**config.mk**
```make
export PLATFORM = sky130hd
export DESIGN_NAME = hazard_ctrl
export DESIGN_NICKNAME = d
export VERILOG_FILES = /design/src/rtl/hazard_ctrl.sv
export SDC_FILE = /design/constraint.sdc
export NUM_CORES = 1
export LEC_CHECK = 0
export CELL_PAD_IN_SITES_DETAIL_PLACEMENT = 2
export CELL_PAD_IN_SITES_GLOBAL_PLACEMENT = 2
export CORE_ASPECT_RATIO = 1.25
export CORE_UTILIZATION = 29
export CTS_CLUSTER_DIAMETER = 40
export DETAILED_ROUTE_END_ITERATION = 10
export PLACE_DENSITY = 0.89
export SYNTH_ARGS = -nofsm -noshare
export SYNTH_HDL_FRONTEND = slang
export SYNTH_SLANG_ARGS = --single-unit
```
**constraint.sdc**
```tcl
create_clock -name clk -period 2.8 [get_ports clk]
set_input_delay 0.28 -clock clk [delete_from_list [all_inputs] [get_ports clk]]
set_output_delay 0.28 -clock clk [all_outputs]
set_load 0.02 [all_outputs]
```
**src/rtl/hazard_ctrl.sv**
```systemverilog
// Pipeline hazard controller: load-use, redirect and data-memory-wait stall/flush generation.
// Latency: stall/flush outputs are combinational (Mealy). mem_fault and stall_count are registered.
// Backpressure: a dmem wait freezes PC..EX/MEM. A watchdog latches FAULT after MAX_WAIT+1 frozen cycles.
//
// Ports:
//   clk, rst_n                      clock, async active-low reset
//   ID_*/EX_* hazard inputs         operand usage of the ID and EX instructions
//   MEM_req, dmem_ack               data-memory handshake for the MEM-stage instruction
//   fault_clr, perf_clr             synchronous clears of the FAULT state and the stall counter
//   *_stall / *_flush               per-stage hold and bubble controls
//   mem_fault, stall_count          watchdog status and saturating PC-stall cycle count
module hazard_ctrl #(
    parameter int unsigned MAX_WAIT = 15
) (
    input  logic        clk,
    input  logic        rst_n,
    input  logic [4:0]  ID_rs1,
    input  logic [4:0]  ID_rs2,
    input  logic [2:0]  ID_ValidReg,
    input  logic        ID_MemWrite,
    input  logic [4:0]  EX_rd,
    input  logic [2:0]  EX_ValidReg,
    input  logic        EX_MemRead,
    input  logic        EX_redirect,
    input  logic        MEM_req,
    input  logic        dmem_ack,
    input  logic        fault_clr,
    input  logic        perf_clr,
    output logic        PC_stall,
    output logic        IF_ID_stall,
    output logic        ID_EX_stall,
    output logic        EX_MEM_stall,
    output logic        IF_ID_flush,
    output logic        ID_EX_flush,
    output logic        MEM_WB_flush,
    output logic        mem_fault,
    output logic [31:0] stall_count
);

    typedef enum logic [1:0] {
        RUN      = 2'd0,
        MEM_WAIT = 2'd1,
        FAULT    = 2'd2
    } state_t;

    state_t      state_q, state_d;
    logic [7:0]  wait_cnt_q, wait_cnt_d;
    logic [31:0] stall_count_q, stall_count_d;

    logic load_use;
    logic freeze;

    // A store's rs2 is bypassed on the MEM side, so only its rs1 can create a load-use stall.
    always_comb begin
        load_use = EX_MemRead && EX_ValidReg[0] && (EX_rd != 5'd0) &&
                   ((ID_ValidReg[1] && (ID_rs1 == EX_rd)) ||
                    (ID_ValidReg[2] && (ID_rs2 == EX_rd) && !ID_MemWrite));
    end

    always_comb begin
        freeze = 1'b0;
        case (state_q)
            RUN:      freeze = MEM_req && !dmem_ack;
            MEM_WAIT: freeze = !dmem_ack;
            FAULT:    freeze = 1'b1;
            default:  freeze = 1'b0;
        endcase
    end

    // Outputs are gated by rst_n so the pipeline sees no hold/bubble while reset is applied.
    always_comb begin
        PC_stall     = 1'b0;
        IF_ID_stall  = 1'b0;
        ID_EX_stall  = 1'b0;
        EX_MEM_stall = 1'b0;
        IF_ID_flush  = 1'b0;
        ID_EX_flush  = 1'b0;
        MEM_WB_flush = 1'b0;
        if (rst_n) begin
            if (freeze) begin
                // EX does not advance, so any redirect or load-use waits for the freeze to end.
                PC_stall     = 1'b1;
                IF_ID_stall  = 1'b1;
                ID_EX_stall  = 1'b1;
                EX_MEM_stall = 1'b1;
                MEM_WB_flush = 1'b1;
            end else if (EX_redirect) begin
                IF_ID_flush  = 1'b1;
                ID_EX_flush  = 1'b1;
            end else if (load_use) begin
                PC_stall     = 1'b1;
                IF_ID_stall  = 1'b1;
                ID_EX_flush  = 1'b1;
            end
        end
    end

    always_comb begin
        state_d    = state_q;
        wait_cnt_d = wait_cnt_q;
        case (state_q)
            RUN: begin
                if (MEM_req && !dmem_ack) begin
                    state_d    = MEM_WAIT;
                    wait_cnt_d = 8'd1;
                end
            end
            MEM_WAIT: begin
                if (dmem_ack) begin
                    state_d    = RUN;
                    wait_cnt_d = 8'd0;
                end else if (wait_cnt_q == 8'(MAX_WAIT)) begin
                    state_d    = FAULT;
                end else begin
                    wait_cnt_d = wait_cnt_q + 8'd1;
                end
            end
            FAULT: begin
                if (fault_clr) begin
                    state_d    = RUN;
                    wait_cnt_d = 8'd0;
                end
            end
            default: begin
                state_d    = RUN;
                wait_cnt_d = 8'd0;
            end
        endcase
    end

    always_comb begin
        stall_count_d = stall_count_q;
        if (perf_clr) begin
            stall_count_d = 32'd0;
        end else if (PC_stall && (stall_count_q != 32'hFFFF_FFFF)) begin
            stall_count_d = stall_count_q + 32'd1;
        end
    end

    always_ff @(posedge clk or negedge rst_n) begin
        if (!rst_n) begin
            state_q       <= RUN;
            wait_cnt_q    <= 8'd0;
            stall_count_q <= 32'd0;
        end else begin
            state_q       <= state_d;
            wait_cnt_q    <= wait_cnt_d;
            stall_count_q <= stall_count_d;
        end
    end

    assign mem_fault   = (state_q == FAULT);
    assign stall_count = stall_count_q;

endmodule

```
==> metrics.cfg, run 1 <==
[critical_path]
path_class=primary input to flop
cp-end-kind=flop
crit_path_start_kind=primary input
worstPathRequired_ps=2990
arrival_ps=2800
rrSetupSlack_ps=210
crit_fanout=11

[finish]
areaGrowthSynthToFinish_pct=37.3
fin_area_um2=3570
fill_cells=957
nets=397
multi_input_area_um2=1440
diodes=0
final_layout_size_suffix_gt1_frac=0.113
seq_area_um2=1050
stdcell_count=484
utilization=0.411

[synthesis]
synth_top_cell_area_share=0.404
synth_ff_type=dfrtp_1
synth_cell_type_count=49
ys_ff_latch=42
synth_edf_count=0
ys_warn_count=0
yosysTopAreaCell=dfrtp_1
avgSynthCellArea_um2=9.04
synth_top_cells_by_count=dfrtp_1 (42), nor2_1 (28), a21oi_1 (19), nand2_1 (19), xor2_1 (17)
synth.most_common_cell=dfrtp_1
synth_area_leaders=dfrtp_1 (40%), xor2_1 (5.7%), nor2_1 (4.0%)
syn_area_um2=2600
syn_nets=320
synthCells=288
synth.yosys.seq_area_share=0.404
ys_async_sr_fraction=1.00

[timing]
timing.fmax_mhz=383
rsz0062_at_grt=no
period_share=0.932
slew-limit-headroom=0.476
tns_ps=0
drv_slew=0
period_needed_ps=2610
setup_viol_count_final=0
worst_slew_pin_slew_ps=784
finalHoldViolCount=0
fin_skew_ps=10.9

[cts]
clkTransAtPathRegs_ps=90
postCtsSetupBuffers=0
cts_tree=yes
clockBufferDepth=2
root_buffer=clkbuf_8
clk_latency_ps=300
cts_sinks=42
htreeDepth=2
cts_buffers=5
ctsHoldBuffers=0

[global_routing]
grt_overflow=0
grt_antenna_before_repair=0
grt_util_all_layers=0.193
grt_pass1_vias=2824
grt_pass1_wl_mm=14.0
grt_max_degree=45

[floorplanning]
io_pins=70
die_h_um=108
core_um2=8700
fp-row-count=38
die_w_um=86.7
die-area_um2=9360
start_util=0.299

[placement]
port_buffers=66
placedCellCount=478
hpwlAfterDp_mm=6.30
routabilityCongestion=0.786
place_area_um2=3480

[job]
drv_cap=0

[power]
max-vdd-ir-drop_v=0.000194
pwr_density_cell_nw_per_um2=338
pwr-share-seq=0.519
p_total_mw=1.21
clkPwrFrac=0.335
comb_power_share=0.146
p_leak_nw=1.41
p_sw_uw=318
p_sw_frac=0.263
p_int_uw=889

[run_status]
status=completed

[hold_path]
hold_path_class=primary input to asynchronous set/reset pin

[route]
wl_per_cell_um=17.3
drcViolationCount=0
first_pass_iters=4
via_per_inst=5.32
vias=2574
drt-total-wl_mm=8.37
drt_iter0_markers=72
ant_nets=0

[critical path: stages]
cell,delay [ps]
clkdlybuf4s50_1,470
xor2_1,210
nor4_4,300
a222oi_1,160
or3_1,450
buf_4,210
nor4_1,330
mux2_2,380
[metrics by stage]
stage	hold slack, ps	worst slack, ps
floorplan	-15.6	258
global placement	534	-49.8
detailed placement	534	-117
CTS	222	13.6
global route	251	60.5
finish	194	190
[final cells by class]
type / instances / area share
clock buffers: 6 / 0.0231
inverters: 5 / 0.00525
multi-input cells: 224 / 0.402
well taps: 120 / 0.0420
repair buffers: 87 / 0.233
flip-flops and latches: 42 / 0.294
[power by group through the flow]
stage                     Sequential, mW  Combinational, mW  Clock, mW
after floorplan                    0.635             0.0803          0
after global placement             0.637              0.170          0
after detailed placement           0.638              0.179          0
after CTS                          0.627              0.181      0.417
after global routing               0.628              0.195      0.428
final                              0.627              0.176      0.404
[repair_timing]
action                                  4_1_cts  5_1_grt
pin swaps                                     1        0
gates cloned                                  0        0
gates resized for setup                       1        3
endpoints found under the setup margin        2        3
endpoints found under the hold margin         0        0
[registers in the layout, indices dropped and copies added (netlist names)]
register and flops:
stall_count 32, state_q 2, wait_cnt_q 8
[cell families after synthesis]
kind of cell | share of synthesized area
adder cells (fa/ha/maj) | 0.00961
AND/OR/NAND/NOR | 0.314
flip-flops | 0.404
multiplexers | 0.0312
buffers and inverters | 0.0466
XOR/XNOR | 0.0740
AO/OA/AOI/OAI | 0.121
[per-layer routing]
metal	GRT usage	routed length, µm
met1	0.210	3280
met4	0.0560	136
met3	0.0345	315
met2	0.373	4640
met5	0	0
[layout by cell type (no fill, tap or decap), types with 4 or more instances in the layout]
cell type / count
a21oi_1: 19
and2_1: 5
buf_4: 20
clkbuf_8: 6
clkdlybuf4s50_1: 62
dfrtp_1: 42
inv_1: 5
mux2_2: 4
nand2_1: 19
nand3_1: 13
nand4_1: 13
nor2_1: 28
nor2b_1: 6
nor4_1: 9
o21ai_0: 15
o31ai_1: 8
or3_1: 16
or4_1: 10
xnor2_1: 5
xor2_1: 17
[worst paths after layout]
kind | start | end | cells past startpoint
worst max-delay path | EX_rd[4] | stall_count[10] | 8
worst min-delay path | rst_n | stall_count[6] | 2
worst max register to register | stall_count[0] | stall_count[1] | 9
worst min register to register | wait_cnt_q[1] | wait_cnt_q[1] | 2
max in group asynchronous | rst_n | stall_count[27] | 2
min in group clk | wait_cnt_q[1] | wait_cnt_q[1] | 2
Power figures use the tool's default switching activity.
==> inputs of run 2 (changes only) <==
--- a/config.mk
+++ b/config.mk
@@ -7,11 +7,10 @@
 export LEC_CHECK = 0
 export CELL_PAD_IN_SITES_DETAIL_PLACEMENT = 2
 export CELL_PAD_IN_SITES_GLOBAL_PLACEMENT = 2
-export CORE_ASPECT_RATIO = 1.25
-export CORE_UTILIZATION = 29
+export CORE_UTILIZATION = 26
 export CTS_CLUSTER_DIAMETER = 40
 export DETAILED_ROUTE_END_ITERATION = 10
-export PLACE_DENSITY = 0.89
+export PLACE_DENSITY = 0.85
 export SYNTH_ARGS = -nofsm -noshare
 export SYNTH_HDL_FRONTEND = slang
 export SYNTH_SLANG_ARGS = --single-unit
==> constraint.sdc (replaced) <==
create_clock -name clk -period 2.2 [get_ports clk]
set_input_delay 0.22 -clock clk [delete_from_list [all_inputs] [get_ports clk]]
set_output_delay 0.22 -clock clk [all_outputs]
set_load 0.02 [all_outputs]
==> metrics.cfg, run 2 (synthesis results as in run 1) <==
[run_status]
status=finished, violations left
violations=setup timing

[critical_path]
arrival_ps=2600  ; -200 ps
r2r_end=stall_count[13]
path_class=flop to flop
worstPathRequired_ps=2450  ; -540 ps
reg2reg_depth=7  ; -2
crit_fanout=11  ; unchanged
regToRegStartpoint=stall_count[19]
crit_path_start_kind=flop
rrSetupSlack_ps=-150  ; -360 ps
cp-end-kind=flop

[placement]
port_buffers=66  ; unchanged
routabilityCongestion=0.779  ; -0.89%
hpwlAfterDp_mm=7.57  ; +20%
place_ws_ps=-720  ; -603 ps

[timing]
timing.fmax_mhz=425
period_share=1.07
hold_slack_ps=116  ; -77.9 ps
rsz0062_at_grt=yes
finalHoldViolCount=0  ; unchanged
drv_slew=0  ; unchanged
fin_skew_ps=6.38  ; -4.49 ps
setup_viol_count_final=26  ; +26
slew-limit-headroom=0.604  ; +0.128
finalWorstSetupSlack_ps=-151  ; -341 ps
worst_slew_pin_slew_ps=592  ; -192 ps
period_needed_ps=2350

[cts]
cts_sinks=42  ; unchanged
clk_latency_ps=320  ; +20 ps
cts_buffers=5  ; unchanged
cts_tree=yes
clkTransAtPathRegs_ps=100  ; about the same
clockBufferDepth=2  ; unchanged
root_buffer=clkbuf_8
htreeDepth=2  ; unchanged

[route]
via_per_inst=5.31  ; -0.17%
drcViolationCount=0  ; unchanged
vias=2989  ; +16%
wl_per_cell_um=22.4  ; +29%
drt-total-wl_mm=12.6  ; +50%
first_pass_iters=4  ; unchanged
ant_nets=0  ; unchanged
drt_iter0_markers=61  ; -15%

[floorplanning]
die-area_um2=10400  ; +11%
die_w_um=102  ; +18%
fp-row-count=36  ; -5.3%
core_um2=9730  ; +12%
die_h_um=102  ; -5.4%
start_util=0.267  ; -0.0316
io_pins=70  ; unchanged

[finish]
diodes=0  ; unchanged
largest_reg_flops=32  ; unchanged
areaGrowthSynthToFinish_pct=72.2
final_common_cell=buf_4
nets=461  ; +16%
final_cell_mix=buf_4 (80), clkdlybuf4s50_1 (49), dfrtp_1 (32)
final_layout_size_suffix_gt1_frac=0.393  ; +0.280

[global_routing]
grt_max_degree=45  ; unchanged
grt_util_all_layers=0.220  ; +0.0274
grt_pass1_vias=3248  ; +15%
grt_overflow=0  ; unchanged
grt_pass1_wl_mm=17.5  ; +25%
grt_antenna_before_repair=0  ; unchanged

[power]
pwr_density_cell_nw_per_um2=417  ; +23%
p_leak_nw=1.92  ; +37%
max-vdd-ir-drop_v=0.000211  ; +8.5%

[job]
drv_cap=0  ; unchanged

[hold_path]
hold_path_class=primary input to asynchronous set/reset pin

## run 2: worst max path at each step
stage | start | end | slack [ps] | depth (start not counted)
final | stall_count[19] | stall_count[13] | -150 | 7
after global routing | stall_count[19] | stall_count[13] | -180 | 7
after CTS | state_q[0] | stall_count[23] | -130 | 7
after detailed placement | EX_rd[1] | stall_count[16] | -720 | 8
after global placement | EX_rd[4] | stall_count[17] | -580 | 7
after floorplan | stall_count[0] | stall_count[17] | -190 | 9
## run 2: what timing repair did
item | 4_1_cts | 5_1_grt
gates resized for setup | 51 | 47
endpoints found under the setup margin | 37 | 35
hold buffers | 0 | 0
cloned | 0 | 0
endpoints found under the hold margin | 0 | 0
buffers inserted | 12 | 9
pin swaps | 19 | 17
## run 2: layout make-up
class                           instances  area [µm²]
Fill cell                            1051        5250
Multi-Input combinational cell        224        1770
Timing Repair Buffer                  151        1320
Sequential cell                        42        1060
Tap cell                              133         166
Clock buffer                            5        68.8
Clock inverter                          3        68.8
Inverter                                5        18.8
## run 2: critical path, stage by stage, from the launching register on
cell and delay (ps):
dfrtp_1 400, and4_1 250, nand4_1 260, nor3_4 70, or3_4 460, buf_12 170, or4_4 510, a21oi_2 150
## run 2: metal layers
layer  global-route usage  wire length [µm]  part of all wire  up-vias
li1                     -                 -                 -     1328
met1                0.259              5050              0.40     1549
met2                0.406              6770              0.54       86
met3               0.0294               429             0.034       26
met4               0.0780               337             0.027        0
met5                    0                 0                 0        -
## run 2: power breakdown
part / total [mW] / switching (mW) / internal, mW
sequential: 0.802 / 0.0187 / 0.784
combinational: 0.277 / 0.151 / 0.126
clock: 0.788 / 0.333 / 0.456
## run 2: stage by stage
step	std cells	setup TNS [ps]	util	area (µm²)	power (mW)
4_1_cts	554	-1550	0.435	4230	1.83
3_5_place_dp	534	-18530	0.397	3860	1.04
5_1_grt	563	-3930	0.461	4480	1.93
6_report	563	-2000	0.461	4480	1.87
2_1_floorplan	288	-1190	-	2680	0.913
3_3_place_gp	534	-13570	0.397	3860	1.03
==> inputs of run 3 (changes only) <==
--- a/config.mk
+++ b/config.mk
@@ -7,6 +7,7 @@
 export LEC_CHECK = 0
 export CELL_PAD_IN_SITES_DETAIL_PLACEMENT = 2
 export CELL_PAD_IN_SITES_GLOBAL_PLACEMENT = 2
+export CORE_MARGIN = 1.5
 export CORE_UTILIZATION = 26
 export CTS_CLUSTER_DIAMETER = 40
 export DETAILED_ROUTE_END_ITERATION = 10
==> metrics.cfg, run 3 (synthesis results as in run 1) <==
[run_status]
status=finished, violations left
violations=setup timing

[global_routing]
grt_pass1_vias=3224  ; -0.74%
grt_pass1_wl_mm=16.8  ; -3.9%
grt_max_degree=41  ; -8.9%
grt_antenna_before_repair=0  ; unchanged
grt_util_all_layers=0.206  ; -0.0134
grt.met3_usage=0.0332  ; +0.00381
grt_overflow=0  ; unchanged
top_usage_layer=met2
grt_util_met1=0.240  ; -0.0188
use_met2=0.394  ; -0.0126

[critical_path]
crit_slowest_cell=or4_1
cp-end-kind=flop
crit_end=stall_count[23]
arrival_ps=2610  ; about the same
worstPathRequired_ps=2440  ; about the same
reg2reg_depth=6  ; -1
crit_path_start_kind=primary input
path_class=primary input to flop
startpoint=ID_rs1[3]
path_buf_inv=2  ; +1
crit_chain=clkdlybuf4s50_1 > xor2_1 > nor4_2 > a222oi_1 > or3_4 > buf_6 > or4_1 > a21oi_2
r2r_end=stall_count[23]
critPathMaxStageDelay_ps=550  ; +40 ps
crit_fanout=12  ; +1
worst-path-stages=8  ; +1
critPathTopFamily=simple AND/OR/NAND/NOR gates
regToRegStartpoint=state_q[1]
rrSetupSlack_ps=-160  ; about the same

[cts]
root_buffer=clkbuf_8
cts_sinks=42  ; unchanged
clockBufferDepth=2  ; unchanged
clkTransAtPathRegs_ps=100  ; about the same
clk_latency_ps=310  ; about the same
cts_buffers=5  ; unchanged
htreeDepth=2  ; unchanged
cts_tree=yes

[placement]
place_ws_ps=-654  ; +66.3 ps
hpwlAfterDp_mm=7.29  ; -3.7%
port_buffers=66  ; unchanged
routabilityCongestion=0.772  ; -0.99%
place_area_um2=3830  ; -0.78%

[finish]
largest_reg_flops=32  ; unchanged
fill_cells=1082  ; +2.9%
final_cell_mix=buf_4 (64), clkdlybuf4s50_1 (52), dfrtp_1 (33)
final_layout_size_suffix_gt1_frac=0.349  ; -0.0436
final_common_cell=buf_4
diodes=0  ; unchanged
areaGrowthSynthToFinish_pct=63.8
nets=446  ; -3.3%
fin_area_um2=4260  ; -4.8%

[timing]
timing.fmax_mhz=423  ; -0.62%
rsz0062_at_grt=yes
finalHoldViolCount=0  ; unchanged
drv_slew=0  ; unchanged
period_needed_ps=2370  ; +14.6 ps
period_share=1.08  ; +0.00664
slew-limit-headroom=0.614  ; +0.0106
worst_slew_pin_slew_ps=576  ; -16.6 ps
setup_viol_count_final=23  ; -12%
fin_skew_ps=13.9  ; +7.56 ps
finalWorstSetupSlack_ps=-165  ; -14.6 ps

[route]
vias=2842  ; -4.9%
ant_nets=0  ; unchanged
drcViolationCount=0  ; unchanged
first_pass_iters=4  ; unchanged
wl_per_cell_um=20.8  ; -6.9%
via_per_inst=5.19  ; -2.3%
drt_iter0_markers=90  ; +48%
drt-total-wl_mm=11.4  ; -9.4%

[floorplanning]
die_h_um=103  ; +0.98%
core_um2=9730  ; unchanged
die-area_um2=10600  ; +2.0%
fp-row-count=36  ; unchanged
start_util=0.267  ; unchanged
io_pins=70  ; unchanged
die_w_um=103  ; +0.98%

[job]
drv_cap=0  ; unchanged

[hold_path]
hold_path_class=primary input to asynchronous set/reset pin

[power]
p_leak_nw=1.81  ; -5.9%
max-vdd-ir-drop_v=0.000182  ; -14%
pwr_density_cell_nw_per_um2=372  ; -11%

## run 3: final cells by class
| type | count | area, µm² | share of cell area |
|---|---|---|---|
| well taps | 133 | 166 | 0.0390 |
| repair buffers | 136 | 1210 | 0.284 |
| clock inverters | 2 | 10.0 | 0.00235 |
| inverters | 5 | 18.8 | 0.00440 |
| clock buffers | 6 | 72.6 | 0.0170 |
| flip-flops and latches | 42 | 1060 | 0.249 |
| multi-input cells | 224 | 1720 | 0.404 |
## run 3: worst reg2reg max path: stages, from the launching register on
cell and delay (ps):
dfrtp_2 450, o31ai_4 320, a222oi_1 190, or3_4 440, buf_6 180, or4_1 550, a21oi_2 170
## run 3: stage by stage
step           power (mW)  hold WS (ps)  setup TNS, ps   util  std cells
3_3_place_gp         1.03           245         -12560  0.394        530
4_1_cts              1.58           142          -1180  0.419        544
3_5_place_dp         1.04           247         -16360  0.394        530
6_report             1.58           115          -1550  0.438        548
2_1_floorplan       0.913         -75.6          -1190      -        288
5_1_grt              1.65           170          -3710  0.438        548
## run 3: worst min path at each step
stage | cells after the start | from | slack [ps] | end
after floorplan | 0 | rst_n | -80 | stall_count[0]
after global placement | 2 | rst_n | 250 | state_q[1]
after detailed placement | 2 | rst_n | 250 | state_q[1]
after CTS | 2 | rst_n | 140 | stall_count[10]
after global routing | 2 | rst_n | 170 | stall_count[15]
final | 2 | rst_n | 110 | stall_count[14]
## run 3: per-layer routing
metal,up-vias,routed length [µm]
li1,1297,-
met1,1470,4640
met2,65,6330
met3,10,362
met4,0,77
met5,-,0
## run 3: power by group
part	internal, mW	switching (mW)
sequential	0.783	0.0146
combinational	0.110	0.138
clock	0.222	0.316
## run 3: repair_timing
item / 4_1_cts / 5_1_grt
hold buffers: 1 / 0
gates resized for setup: 37 / 40
setup endpoints to repair: 34 / 39
hold endpoints to repair: 2 / 0
pin swaps: 12 / 16
setup buffers: 5 / 5
==> patch (flow settings as in run 3) <==
The parameter `MAX_WAIT` goes from 15 to 11.
--- a/src/rtl/hazard_ctrl.sv
+++ b/src/rtl/hazard_ctrl.sv
@@ -10,7 +10,7 @@
 //   *_stall / *_flush               per-stage hold and bubble controls
 //   mem_fault, stall_count          watchdog status and saturating PC-stall cycle count
 module hazard_ctrl #(
-    parameter int unsigned MAX_WAIT = 15
+    parameter int unsigned MAX_WAIT = 11
 ) (
     input  logic        clk,
     input  logic        rst_n,
Check against the original RTL: same outputs for any inputs over 10 cycles, from zero or initial values and one cycle with rst_n low; that may be too few to reach the edited logic, so the function may still have changed.
==> patch against run 3 <==
- via count increased by 9.5%
- sequential cell count unchanged
- sequential power decreased by 1%
- setup slack got worse by 65 ps
- routed wire length increased by 21%
- area after synthesis increased by 2.6%
- total power increased by 9.6%
- highest routed layer unchanged
- sequential share of layout area decreased by 1.1 points
- design area increased by 3.9%
- largest cell class unchanged
- the flow still finishes with violations (setup timing)
==> patch: results (changes against run 3) <==
status: "finished, violations left"
violations: "setup timing"
setup_viol: 30  # +30%
wl_met1_um: 5090  # +9.8%
worst_slew_pin_slew_ps: 788  # +212 ps
path_max_fanout: 8  # -4
p_leak_nw: 1.88  # +3.9%
muxShareOfSynthArea_pct: 4.17  # +1.0 points
dp.cells: 544  # +2.6%
drt-total-wl_um: 13800  # +21%
fin_setup_tns_ps: -3060  # -1510 ps
grt_max_degree: 35  # -15%
powerClk_mw: 0.667  # +24%
dr_wl_met3_um: 703  # +94%
routabilityCongestion: 0.778  # +0.84%
synth-compound-area-share_pct: 15.5  # +3.4 points
first_iter_violations: 134  # +49%
fin_skew_ps: 9.04  # -4.90 ps
finalWorstSetupSlack_ps: -230  # -64.8 ps
gr-usage-met3_pct: 4.20  # +0.88 points
dr_wl_met2_um: 7440  # +18%
wire_per_inst_um: 24.4  # +17%
syn-num-nets: 332  # +3.8%
power_switching_mw: 0.491  # +4.8%
grt_pass1_wl_um: 20600  # +23%
syn_inst: 300  # +4.2%
synthTopCellsByCount: "dfrtp_1, a21oi_1, nor2_1"
placed_area_mm2: 0.00389  # +1.6%
ys_seq_area_share_pct: 39.3  # -1.0 points
grt_use_total_pct: 24.3  # +3.7 points
dp_hpwl_um: 7820  # +7.3%
power_mw: 1.74  # +9.6%
==> patch: cell count changes after synthesis, moves of 4 or more <==
cell / before / now
a21oi_1: 19 / 28
mux2_1: 1 / 9
inv_1: 5 / 11
nand4_1: 13 / 7
nor4_1: 9 / 3
xor2_1: 17 / 11
and3_1: 3 / 8
nor3_1: 3 / 8
nor4_2: 1 / 6
o21ai_1: 0 / 5
or3_1: 16 / 11
mux2_2: 4 / 0
==> patch: final cells by class <==
cell class / instances / area, um2
clock inverter: 1 / 30.0
fill: 1060 / 5430
inverter: 11 / 41.3
sequential: 42 / 1060
clock buffer: 7 / 76.3
timing repair buffer: 141 / 1240
multi-input combinational: 229 / 1820
tap: 133 / 166
==> patch: critical path, stage by stage <==
cell             delay, ps
clkdlybuf4s50_1        500
xor2_2                 220
nor3b_2                210
a222oi_1               150
or3_4                  470
buf_12                 190
buf_4                  150
or3_1                  400
a21oi_2                170
==> patch: repair_timing <==
item	CTS	global route
endpoints found under the setup margin	38	37
hold buffers	1	0
endpoints found under the hold margin	15	0
pin swaps	20	12
gates cloned	2	0
buffers inserted	8	4
gates resized for setup	59	50
==> patch: worst paths after layout <==
kind | start | to | slack (ps) | cells after the start
max | ID_rs2[1] | stall_count[4]$_DFFE_PN0P_ | -230 | 9
min | rst_n | stall_count[15]$_DFFE_PN0P_ | 90 | 3
max reg2reg | state_q[0]$_DFFE_PN0P_ | stall_count[4]$_DFFE_PN0P_ | -210 | 9
min reg2reg | wait_cnt_q[3]$_DFFE_PN0P_ | wait_cnt_q[3]$_DFFE_PN0P_ | 540 | 1
max in group asynchronous | rst_n | stall_count[4]$_DFFE_PN0P_ | 1030 | 3
min in group clk | wait_cnt_q[3]$_DFFE_PN0P_ | wait_cnt_q[3]$_DFFE_PN0P_ | 540 | 1
